`config.mk`:
```
export PLATFORM = sky130hd
export DESIGN_NAME = ram_stream_reader_flat
export DESIGN_NICKNAME = d
export VERILOG_FILES = /design/src/rtl/ram_stream_reader_if.sv /design/src/rtl/ram_stream_reader.sv /design/src/flat_wrapper.sv
export SDC_FILE = /design/constraint.sdc
export NUM_CORES = 1
export LEC_CHECK = 0
export CORE_MARGIN = 4
export CORE_UTILIZATION = 54
export CTS_BUF_LIST = sky130_fd_sc_hd__clkbuf_4
export CTS_CLUSTER_DIAMETER = 150
export DETAILED_ROUTE_END_ITERATION = 10
export PLACE_DENSITY = 0.83
export SYNTH_ARGS = -nofsm -noshare
export SYNTH_HDL_FRONTEND = slang
export SYNTH_SLANG_ARGS = --single-unit
```
`constraint.sdc`:
```
create_clock -name clock -period 3.65 [get_ports clock]
set_input_delay 0.73 -clock clock [delete_from_list [all_inputs] [get_ports clock]]
set_output_delay 0.73 -clock clock [all_outputs]
set_load 0.005 [all_outputs]
```
`src/rtl/ram_stream_reader_if.sv`:
```
// Signal bundle between ram_stream_reader, its single-port block RAM and the stream consumer.
// The master modport is the reader; the slave modport is the surrounding system.
interface ram_stream_reader_if #(
  parameter int blockLength     = 8,
  parameter int addressBitWidth = 11
);
  logic                       start;
  logic [addressBitWidth-1:0] baseAddress;
  logic [addressBitWidth:0]   length;
  logic                       busy;
  logic                       done;
  logic [addressBitWidth-1:0] ramAddress;
  logic                       ramWriteEnable;
  logic [blockLength-1:0]     ramDataOut;
  logic [blockLength-1:0]     outData;
  logic                       outValid;
  logic                       outReady;

  modport master (
    input  start, baseAddress, length, ramDataOut, outReady,
    output busy, done, ramAddress, ramWriteEnable, outData, outValid
  );

  modport slave (
    output start, baseAddress, length, ramDataOut, outReady,
    input  busy, done, ramAddress, ramWriteEnable, outData, outValid
  );
endinterface

```
`src/rtl/ram_stream_reader.sv`:
```
// Burst reader: streams length consecutive words from a registered-output block RAM,
// starting at baseAddress and wrapping at memDepth, through a 2-entry output FIFO.
module ram_stream_reader #(
  parameter int blockLength     = 8,
  parameter int addressBitWidth = 11,
  parameter int memDepth        = 1444
) (
  input logic                clock,
  input logic                reset,
  ram_stream_reader_if.master bus
);
  typedef enum logic [1:0] {
    IDLE  = 2'd0,
    READ  = 2'd1,
    DRAIN = 2'd2
  } state_t;

  localparam logic [addressBitWidth-1:0] ADDR_ZERO    = {addressBitWidth{1'b0}};
  localparam logic [addressBitWidth-1:0] ADDR_ONE     = {{(addressBitWidth-1){1'b0}}, 1'b1};
  localparam logic [addressBitWidth-1:0] LAST_ADDRESS = addressBitWidth'(memDepth - 1);
  localparam logic [addressBitWidth:0]   LEN_ZERO     = {(addressBitWidth+1){1'b0}};
  localparam logic [addressBitWidth:0]   LEN_ONE      = {{addressBitWidth{1'b0}}, 1'b1};
  localparam logic [blockLength-1:0]     DATA_ZERO    = {blockLength{1'b0}};

  state_t                     state_r;
  logic [addressBitWidth-1:0] next_address_r;
  logic [addressBitWidth-1:0] ram_address_r;
  logic [addressBitWidth:0]   remaining_r;
  logic                       pending_r;
  logic [blockLength-1:0]     fifo_head_r;
  logic [blockLength-1:0]     fifo_tail_r;
  logic [1:0]                 occupancy_r;
  logic                       out_valid_r;
  logic                       busy_r;
  logic                       done_r;

  logic                       pop_s;
  logic                       issue_s;
  logic                       drained_s;
  logic [2:0]                 demand_s;

  // Issue a read only when the FIFO can absorb it alongside the word already in flight.
  always_comb begin
    pop_s    = out_valid_r & bus.outReady;
    demand_s = {1'b0, occupancy_r} + {2'b00, pending_r} - {2'b00, pop_s};
    if ((state_r == READ) && (remaining_r != LEN_ZERO) && (demand_s <= 3'd1)) begin
      issue_s = 1'b1;
    end else begin
      issue_s = 1'b0;
    end
    if (issue_s) begin
      bus.ramAddress = next_address_r;
    end else begin
      bus.ramAddress = ram_address_r;
    end
    if (!pending_r && ((occupancy_r == 2'd0) || ((occupancy_r == 2'd1) && pop_s))) begin
      drained_s = 1'b1;
    end else begin
      drained_s = 1'b0;
    end
  end

  // Control FSM, address generation and the two-entry output FIFO.
  always_ff @(posedge clock) begin
    if (reset) begin
      state_r        <= IDLE;
      next_address_r <= ADDR_ZERO;
      ram_address_r  <= ADDR_ZERO;
      remaining_r    <= LEN_ZERO;
      pending_r      <= 1'b0;
      fifo_head_r    <= DATA_ZERO;
      fifo_tail_r    <= DATA_ZERO;
      occupancy_r    <= 2'd0;
      out_valid_r    <= 1'b0;
      busy_r         <= 1'b0;
      done_r         <= 1'b0;
    end else begin
      done_r    <= 1'b0;
      pending_r <= issue_s;
      if (issue_s) begin
        ram_address_r  <= next_address_r;
        remaining_r    <= remaining_r - LEN_ONE;
        next_address_r <= (next_address_r == LAST_ADDRESS) ? ADDR_ZERO : next_address_r + ADDR_ONE;
      end

      // The word read last cycle lands at the tail; the head is what the consumer sees.
      case ({pending_r, pop_s})
        2'b10: begin
          if (occupancy_r == 2'd0) begin
            fifo_head_r <= bus.ramDataOut;
          end else begin
            fifo_tail_r <= bus.ramDataOut;
          end
          occupancy_r <= occupancy_r + 2'd1;
          out_valid_r <= 1'b1;
        end
        2'b01: begin
          if (occupancy_r == 2'd2) begin
            fifo_head_r <= fifo_tail_r;
          end
          occupancy_r <= occupancy_r - 2'd1;
          out_valid_r <= (occupancy_r == 2'd2);
        end
        2'b11: begin
          if (occupancy_r == 2'd2) begin
            fifo_head_r <= fifo_tail_r;
            fifo_tail_r <= bus.ramDataOut;
          end else begin
            fifo_head_r <= bus.ramDataOut;
          end
        end
        default: begin
        end
      endcase

      case (state_r)
        IDLE: begin
          if (bus.start) begin
            next_address_r <= bus.baseAddress;
            remaining_r    <= bus.length;
            if (bus.length != LEN_ZERO) begin
              state_r <= READ;
              busy_r  <= 1'b1;
            end else begin
              done_r <= 1'b1;
            end
          end
        end
        READ: begin
          if (issue_s && (remaining_r == LEN_ONE)) begin
            state_r <= DRAIN;
          end
        end
        DRAIN: begin
          if (drained_s) begin
            state_r <= IDLE;
            busy_r  <= 1'b0;
            done_r  <= 1'b1;
          end
        end
        default: begin
          state_r <= IDLE;
        end
      endcase
    end
  end

  assign bus.busy           = busy_r;
  assign bus.done           = done_r;
  assign bus.ramWriteEnable = 1'b0;
  assign bus.outData        = fifo_head_r;
  assign bus.outValid       = out_valid_r;
endmodule

```
`src/flat_wrapper.sv`:
```
// flat-port wrapper written by rule: the top's interface ports become plain ports
module ram_stream_reader_flat 
#(
  parameter int blockLength     = 8,
  parameter int addressBitWidth = 11,
  parameter int memDepth        = 1444
)
  (clock, reset, bus_start, bus_baseAddress, bus_length, bus_ramDataOut, bus_outReady, bus_busy, bus_done, bus_ramAddress, bus_ramWriteEnable, bus_outData, bus_outValid);
  ram_stream_reader_if #(.blockLength(blockLength), .addressBitWidth(addressBitWidth)) bus_i ();
  input logic clock;
  input logic reset;
  input wire logic [$bits(bus_i.start)-1:0] bus_start;
  input wire logic [$bits(bus_i.baseAddress)-1:0] bus_baseAddress;
  input wire logic [$bits(bus_i.length)-1:0] bus_length;
  input wire logic [$bits(bus_i.ramDataOut)-1:0] bus_ramDataOut;
  input wire logic [$bits(bus_i.outReady)-1:0] bus_outReady;
  output wire logic [$bits(bus_i.busy)-1:0] bus_busy;
  output wire logic [$bits(bus_i.done)-1:0] bus_done;
  output wire logic [$bits(bus_i.ramAddress)-1:0] bus_ramAddress;
  output wire logic [$bits(bus_i.ramWriteEnable)-1:0] bus_ramWriteEnable;
  output wire logic [$bits(bus_i.outData)-1:0] bus_outData;
  output wire logic [$bits(bus_i.outValid)-1:0] bus_outValid;
  assign bus_i.start = bus_start;
  assign bus_i.baseAddress = bus_baseAddress;
  assign bus_i.length = bus_length;
  assign bus_i.ramDataOut = bus_ramDataOut;
  assign bus_i.outReady = bus_outReady;
  assign bus_busy = bus_i.busy;
  assign bus_done = bus_i.done;
  assign bus_ramAddress = bus_i.ramAddress;
  assign bus_ramWriteEnable = bus_i.ramWriteEnable;
  assign bus_outData = bus_i.outData;
  assign bus_outValid = bus_i.outValid;
  ram_stream_reader #(.blockLength(blockLength), .addressBitWidth(addressBitWidth), .memDepth(memDepth)) u_core (.clock(clock), .reset(reset), .bus(bus_i));
endmodule
```
==> impl_results.md <==
- Worst hold path depth: 2
- Post-synth ARST share: 0
- P per Cell Area: 509.9 mW/mm^2
- Final setup TNS: 0 ns
- Placed Instance Area: 0.003628 mm^2
- HP Class: reg2reg
- Crit path DAT: 2.80 ns
- DRC Markers: 0
- Synth cell types: 50
- Startpoint class of the critical path: primary input
- Final nets: 449
- # diodes: 0
- Final-report max-slew violation count: 0
- Starting density of the core: 0.5702
- Initial antenna violation count: 0
- DR pass1 iterations: 4
- VDD IR-drop max: 0.0003321 V
- Main flop type after synthesis: dfxtp_1
- Fin Clk Skew: 0.01309 ns
- Via count: 2761
- Synth Warn #: 0
- CP Capture Type: output pin
- RSZ-0062 raised after global routing: false
- Yosys reg bits: 58
- R2r endpoint: u_core.next_address_r[3]$_SDFF_PP0_
- R2R Setup Slk: 0.52 ns
- Post-synthesis sequential area ratio: 0.3912
- Final Hold Viols: 0
- Die area: 0.006746 mm^2
- Root buffer cell: clkbuf_4
- IO Port Bufs: 56
- Detailed Route WL: 7827 um
- Ports: 58
- Final HPWL DP: 5112 um
- Most frequent cells in the layout: 58 x dfxtp_1, 52 x nor2_1, 43 x clkdlybuf4s50_1, 22 x a211oi_1, 18 x buf_4
- Clk buf depth: 2
- Worst-skew pair later-pin latency: 0.40 ns
- Number of buffers created by CTS: 9
- Worst Path Required: 2.92 ns
- Mean Syn Cell Area: 8.993 um^2
- Worst flop-to-flop path startpoint: u_core.bus.outValid$_SDFFE_PP0N_
- Crit. Startpoint: bus_outReady
- Die width: 82.14 um
- Gr ovfl total: 0
- Layout cells sized above 1: 0.1798
- Critical path class: in2out
- Max-Slew Margin vs Limit: 0.4245
- Placer's final routability congestion estimate: 0.8833
- Status: finished clean
- Met3 routed WL: 500 um
- Final instance area: 0.003914 mm^2
- Final critical-path share of the clock period: 0.9671
- FP Rows: 26
- Pre-CTS setup slack: -0.6266 ns
- Clock transition at path regs: 0.09 ns
- Setup ws final: 0.1201 ns
- Die height: 82.14 um
- Max Fclk: 283.3 MHz
- Wire length on met1: 3210 um
- Largest fanout on the critical path: 5
- Vias in the first global route: 2708
- R2R depth: 13
- TritonCTS clock tree: done
- Total of max-cap violations: 0
- Area growth syn-to-layout: 31.87%
- Commonest non-fill, non-tap cell in the layout: dfxtp_1
- Setup Viol. Count Final: 0
- Leakage: 1.537 nW
- Mapped Cells: 330
- Final antenna-violating net count: 0
- Largest net degree at the start of global routing: 38
- H-tree Lvls: 3
- Hold Crit Start: u_core.bus.busy$_SDFFE_PP0P_
- First-pass GRT wire length: 12850 um
- Routed len/inst: 16.44 um
- Highest metal used: met4
- Slew @ Worst Pin: 0.8561 ns
- Min-Delay Endpoint: u_core.bus.busy$_SDFFE_PP0P_
- Post-synthesis net count: 378
- Met2 Wirelength: 3943 um
- Total GRT Usage: 0.2495
- # hold bufs at CTS: 0
- Minimum clock period: 3.530 ns
- Final Power: 1.996 mW
- Clk sinks: 58
- Vias per cell: 5.800
- Core Area: 0.005205 mm^2
- Finished Core Util: 0.7519
- Starting DRT DRC Count: 149
- Number of synthesized flops with an enable pin: 0
- Cell area after synthesis: 0.002968 mm^2
[sequential cells by signal (all words and copies together) (netlist names)]
signal	flops
u_core.bus.outValid	1
u_core.ram_address_r	11
u_core.state_r	2
u_core.remaining_r	12
u_core.pending_r	1
u_core.bus.done	1
u_core.occupancy_r	2
u_core.bus.busy	1
u_core.bus.outData	8
u_core.next_address_r	11
u_core.fifo_tail_r	8
[critical path, cell delays in order]
cell and delay, ns:
clkbuf_2 0.08, nand2_2 0.06, ha_4 0.27, ha_2 0.15, inv_1 0.05, fa_2 0.52, and4_4 0.26, buf_6 0.13
nand2_8 0.08, mux2_4 0.35, buf_6 0.12
[cell families after synthesis]
family	Yosys count	synth area share
AO/OA/AOI/OAI	65	0.1577
other	1	0.001264
AND/OR/NAND/NOR	130	0.2302
flip-flops	58	0.3912
XOR/XNOR	15	0.04427
multiplexers	20	0.07209
adder cells (fa/ha/maj)	13	0.05733
buffers and inverters	28	0.04595
[per-stage QoR]
step | std cells | hold slack, ns
final | 476 | 0.4935
after global routing | 476 | 0.5104
after CTS | 475 | 0.4900
after detailed placement | 453 | 0.4758
after global placement | 453 | 0.4732
after floorplan | 330 | 0.4589
[report_power, final]
part	total [mW]	switching (mW)	internal, mW	leakage [nW]
logic	0.712	0.346	0.366	0.983
registers	0.780	0.0675	0.712	0.476
clock network	0.503	0.234	0.270	0.0784
[Yosys cell counts, types with 2 or more instances]
library cell,number,area [um^2]
a211oi_1,22,165.2
a21oi_1,9,45.04
a22o_1,2,17.52
a22oi_1,8,60.06
a311oi_1,3,26.28
a31o_2,2,17.52
a31oi_1,3,18.77
and2_1,2,12.51
and3_1,7,43.79
buf_1,3,11.26
buf_4,2,15.01
buf_6,3,33.78
clkbuf_1,10,37.54
dfxtp_1,58,1161
ha_1,12,150.1
inv_1,9,33.78
mux2_2,11,123.9
mux2i_1,9,90.09
nand2_1,6,22.52
nand3_1,8,40.04
nand3b_1,3,22.52
nand4_1,11,68.82
nor2_1,52,195.2
nor2b_1,15,93.84
nor3_1,5,25.02
nor4_1,5,31.28
o21ai_0,6,30.03
o21bai_1,3,22.52
or3_1,6,37.54
or4_1,2,15.01
xnor2_1,6,52.55
xor2_1,9,78.83
[routing by layer]
metal  vias to the layer above  track usage
met5                         -            0
li1                       1340            -
met4                         0      0.08306
met3                        16      0.08026
met1                      1323       0.3016
met2                        82       0.4184
[cell type report]
class                      count  area, um^2
clock buffer                   9       67.56
clock inverter                 7       83.83
fill                         370        1291
inverter                       9       33.78
multi-input combinational    246        1790
sequential                    58        1161
tap                           70       87.58
timing repair buffer          77       689.4
[worst max-delay path by stage]
stage	endpoint	slack [ns]	depth (start not counted)
floorplan	bus_ramAddress[1]	0.26	10
global placement	bus_ramAddress[0]	-0.56	11
detailed placement	bus_ramAddress[8]	-0.63	11
CTS	bus_ramAddress[8]	0.04	11
global route	bus_ramAddress[2]	0.006	10
finish	bus_ramAddress[8]	0.12	11
[repair_timing]
| item | 4_1_cts | 5_1_grt |
|---|---|---|
| pin swaps | 5 | 2 |
| setup endpoints to repair | 11 | 11 |
| gates cloned | 2 | 0 |
| setup buffers | 4 | 1 |
| resized for setup | 72 | 5 |
Power figures use the tool's default switching activity.
